==> src/rtl/dai.sv <==
// Month decoder: 31-day flag, day count and illegal-month flag, with
// enable-gated registered copies and a wrapping counter of enabled 31-day cycles.
module dai #(
  parameter int CNT_W = 8
) (
  input  logic             clk,
  input  logic             rst,
  input  logic [3:0]       month,
  input  logic             leap,
  input  logic             en,
  output logic             d,
  output logic [4:0]       days,
  output logic             invalid,
  output logic             d_q,
  output logic [4:0]       days_q,
  output logic             invalid_q,
  output logic [CNT_W-1:0] big_cnt
);

  logic [CNT_W-1:0] big_cnt_q, big_cnt_d;

  // d and invalid look at month alone so unknowns on leap/en/clk never reach them.
  always_comb begin
    d       = 1'b0;
    invalid = 1'b0;
    case (month)
      4'd1, 4'd3, 4'd5, 4'd7, 4'd8, 4'd10, 4'd12: d = 1'b1;
      4'd2, 4'd4, 4'd6, 4'd9, 4'd11:              d = 1'b0;
      default:                                    invalid = 1'b1;
    endcase
  end

  always_comb begin
    days = 5'd0;
    if (d)
      days = 5'd31;
    else if (month == 4'd2)
      days = leap ? 5'd29 : 5'd28;
    else if (!invalid)
      days = 5'd30;
  end

  assign big_cnt_d = big_cnt_q + CNT_W'(en & d);

  always_ff @(posedge clk or posedge rst) begin
    if (rst) begin
      d_q       <= 1'b0;
      days_q    <= 5'd0;
      invalid_q <= 1'b0;
      big_cnt_q <= '0;
    end else begin
      big_cnt_q <= big_cnt_d;
      if (en) begin
        d_q       <= d;
        days_q    <= days;
        invalid_q <= invalid;
      end
    end
  end

  assign big_cnt = big_cnt_q;

endmodule

==> config.mk <==
export PLATFORM = sky130hd
export DESIGN_NAME = dai
export DESIGN_NICKNAME = d
export VERILOG_FILES = /design/src/rtl/dai.sv
export SDC_FILE = /design/constraint.sdc
export NUM_CORES = 1
export LEC_CHECK = 0
export CORE_MARGIN = 5
export CORE_UTILIZATION = 38
export CTS_BUF_LIST = sky130_fd_sc_hd__clkbuf_16
export CTS_CLUSTER_SIZE = 14
export DETAILED_ROUTE_END_ITERATION = 12
export PLACE_DENSITY = 0.76
export SLEW_MARGIN = 20
export SYNTH_ARGS = -nofsm -noshare
export SYNTH_HDL_FRONTEND = slang
export SYNTH_SLANG_ARGS = --single-unit
==> constraint.sdc <==
create_clock -name clk -period 1.52 [get_ports clk]
set_input_delay 0.304 -clock clk [delete_from_list [all_inputs] [get_ports clk]]
set_output_delay 0.304 -clock clk [all_outputs]
set_load 0.01 [all_outputs]
# [Word-level counts from Yosys, hierarchy flattened]
# Index checks and enable logic that the tools add are counted.
[word_totals] register_bits=15 inputBits=8 out_inout_bits=22 elab_cells=26
[op_classes] addsub=1 eq_ne=12 mux=6 n_bitwise=1 reduce_logical=2
[ops] op="4-bit == test (second input constant)" count=5
[ops] op="4-bit by 3-bit == test with 1-bit output (second input constant)" count=4
[ops] op="5-bit 2-to-1 mux" count=3
[ops] op="12-bit OR reduction" count=1
[ops] op="8-bit by 1-bit adder with 8-bit output" count=1
[ops] op="4-bit by 2-bit == test with 1-bit output (second input constant)" count=2
[ops] op="7-bit OR reduction" count=1
[ops] op="4-bit by 1-bit == test with 1-bit output (second input constant)" count=1
[ops] op="1-bit 2-to-1 mux" count=3
[ops] op="1-bit bitwise AND" count=1

# [Longest topological paths before layout]
[depth] ltp_word=5 mapped_depth=7 mapped_depth_nobuf=7

# [Worst setup path before layout]
# No wires, ideal clock.
[synth_timing] path_kind="input to register" start="input port month[3]" end="register big_cnt_q[7] (netlist: big_cnt[7])" setup_ps=79 arrival_time_ps=1689 t_required_ps=1441 slack_ps=-248 stages=7 path_buffers=0 path_cell_list="a21bo_2 -> o21ai_0 -> and2_1 -> ha_1 -> nand3_1 -> nor3_1 -> xor2_1"
[synth_via] elab_chain_len=5
[synth_rtl] item="start: declaration" line="8" source="input logic [3:0] month,"
[synth_rtl] item="4-bit by 1-bit == test with 1-bit output, or another cell as far along" line="26" source="case (month)"
[synth_rtl] item="7-bit OR reduction *"
[synth_rtl] item="1-bit 2-to-1 mux *" line="26"
[synth_rtl] item="via d" line="11" source="output logic d,"
[synth_rtl] item="1-bit bitwise AND *" line="43" source="assign big_cnt_d = big_cnt_q + CNT_W'(en & d);"
[synth_rtl] item="8-bit by 1-bit adder with 8-bit output *" line="43"
[synth_rtl] item="via big_cnt_d[7]" line="20" source="logic [CNT_W-1:0] big_cnt_q, big_cnt_d;"
[synth_rtl] item="end signal: assignment" line="52" source="big_cnt_q <= big_cnt_d;"
[synth_rtl] item="end: declaration" line="20"
# Mark *: on every way through the listed nets, which the timed path passes. The rest lies on a longest branch.
# A chain may end at the register's enable or synchronous reset.

# [Worst setup path after layout]
[layout_timing] start="input port month[0]" end="output port invalid"
[layout_via] elab_chain_len=3
[layout_rtl] item="4-bit by 2-bit == test with 1-bit output, or another cell as far along" line="26"
[layout_rtl] item="12-bit OR reduction (no line) *"
[layout_rtl] item="1-bit 2-to-1 mux *" line="26"
[layout_rtl] item="end: declaration" line="13" source="output logic invalid,"
# Mark *: on every way between the ends. The rest lies on a longest branch, timed or not.

==> impl_metrics.yaml <==
outcome:
  outcome: "finished with violations"
  violations: "setup timing"
pwr:
  p_total_mw: 1.53
  p_leak_nw: 0.611
  power_density_nw_per_um2: 1270
  vdd_drop_max_v: 0.000991
sta:
  relSlewSlack_pct: 68.1
  skew_ns: 0.000372
  worst_pin_slew_ns: 0.478
  setup_ws_ns: -0.0448
  setup_viol: 4
  rsz0062_at_grt: "yes"
  period_share_pct: 103
  final_hold_viol_count: 0
  tns_ns: -0.112
  fmax_mhz: 639
  finalMaxSlewViolations: 0
  period_needed_ns: 1.56
global_route:
  grt_max_degree: 14
  gr-usage-met3_pct: 5.03
  overflow: 0
  met1_usage_pct: 16.1
  grt_pass1_wl_um: 2790
  antenna_found_initial: 0
  track_usage_pct: 14.5
  grt_util_met2_pct: 25.3
  grt_pass1_vias: 604
  grt-busiest-layer: "met2"
setup_path:
  crit_family: "simple AND/OR/NAND/NOR gates"
  endpoint_kind: "output pin"
  slowest_delay_ns: 0.51
  crit_fanout: 5
  critPathKind: "input port to output pin"
  crit_chain: "buf_6 > or4_4 > and2_4 > inv_2 > buf_6"
  slowest_stage: "or4_4"
  crit_top_cell: "buf_6"
  arrival_ns: 1.26
  critPathBufInv: 3
  cp.required_ns: 1.22
  cp-start-kind: "input port"
place:
  numPortBuffers: 29
  place_congestion: 0.704
  place_ws_ns: -0.812
  dp.cells: 101
  place_hpwl_um: 1130
flow_run:
  drv_cap: 0
die:
  fp.dieH_um: 50.4
  fp.dieArea_um2: 2540
  die_w_um: 50.4
  start_util_pct: 40.6
  rows: 14
  core-area_um2: 1520
  io_pins: 30
synth:
  synth_top_family_by_area: "simple AND/OR/NAND/NOR gates"
  synth_area_um2: 619
  yosysTopAreaCell: "dfrtp_1"
  synthSimpleGateAreaFrac_pct: 12.7
  synth-seq-cells: 13
  synthAdderAreaFrac_pct: 4.04
  syn_area_per_cell_um2: 11.5
  synth_xor_area_share_pct: 8.48
  seq_area_frac_synth_pct: 52.5
  yosys_warnings: 0
  synth_top_area_share_pct: 52.5
  synth_area_leaders: "dfrtp_1, buf_4, xnor2_1"
  synthCells: 54
  synth.mux.area_fraction_pct: 6.06
  synth-compound-area-share_pct: 9.49
  syn-num-nets: 64
  synth_cell_types: 25
detailed_routing:
  firstDrtPassIters: 3
  initialDrtViolationCount: 1
  drc_errors: 0
  wire_per_inst_um: 17.2
  wirelength_um: 1930
  ant_nets: 0
  vias: 571
  post_drt_via_cell_ratio: 5.10
cells_and_area:
  final_util_pct: 78.7
  areaGrowthSynthToFinish_pct: 93.5
  fin_nets: 107
  diodes: 0
  fin_cells: 112
  final_cell_mix: "clkdlybuf4s50_1, buf_6, dfrtp_1"
  drive_above_1_share_pct: 49.0
clocking:
  clkTransAtPathRegs_ns: 0.04
  tritoncts: "yes"
  cts.sinks: 13
  h-tree-depth: 1
  postCtsHoldBufs: 0
  cts_root_buf: "clkbuf_16"
  clkLatencyLatePin_ns: 0.24
  max-clock-path-buffers: 2
  numCtsBuffers: 3
worst_hold_path:
  worst_hold_path_type: "input port to asynchronous set/reset pin"
[cell type report]
cell class	count	area, µm²
repair buffers	43	417
multi-input cells	34	348
flip-flops and latches	13	328
fillers	86	325
clock buffers	3	75.1
well taps	16	20.0
inverters	2	7.51
clock inverters	1	3.75
[synthesized netlist by cell type]
master	instances
inv_1	2
buf_4	4
o31a_2	1
and2_4	1
a21oi_1	2
mux2_4	1
a211o_2	1
nor2_1	3
mux2_2	2
dfrtp_1	13
ha_1	2
xnor2_1	3
o211ai_1	1
a21bo_2	1
a31oi_1	1
xor2_1	3
and2_1	1
nand3_1	3
o21ai_0	1
or4_1	1
nand2_1	3
clkbuf_1	1
nor3_1	1
and3_1	1
or2b_1	1
[sequential cells by signal, summed over array words and instances, names as in the netlist]
signal and flops:
d_q 1, big_cnt 8, invalid_q 1, days_q 3
[through the flow]
stage / hold WS (ns) / area [µm²]
2_1_floorplan: 0.181 / 636
3_3_place_gp: 0.455 / 965
3_5_place_dp: 0.457 / 965
4_1_cts: 0.408 / 1120
5_1_grt: 0.454 / 1200
6_report: 0.384 / 1200
[worst paths after layout]
path                                  from          to  slack (ns)  cells after the start
worst max register to register  big_cnt[0]  big_cnt[4]        0.42                      4
min in group clk                big_cnt[7]  big_cnt[7]        0.46                      1
worst max-delay path              month[0]     invalid       -0.04                      5
worst min register to register  big_cnt[7]  big_cnt[7]        0.46                      1
max in group asynchronous              rst  big_cnt[1]        0.79                      2
worst min-delay path                   rst  big_cnt[7]        0.38                      2
[layer usage]
metal	vias up	share of wire [%]	wire length [µm]
met5	-	0	0
met4	0	1.9	36
met3	4	5.1	99
met2	16	56	1070
met1	288	37	718
li1	263	-	-
[cell families after synthesis]
kind of cell | Yosys count
muxes | 3
and+or+nand+nor | 15
adders and majority gates | 2
AOI/OAI and AO/OA | 8
buffers and inverters | 7
xor gates and xnor gates | 6
DFF | 13
[timing repair]
action	4_1_cts	5_1_grt
gates resized for setup	58	18
pin swaps	7	9
setup buffers	5	2
setup endpoints to repair	19	13
[power breakdown]
group / internal, mW / switching [mW] / leakage, nW
sequential: 0.433 / 0.112 / 0.157
combinational: 0.285 / 0.204 / 0.412
clock: 0.347 / 0.144 / 0.0423
No activity file was read; power rests on OpenSTA's default activity.
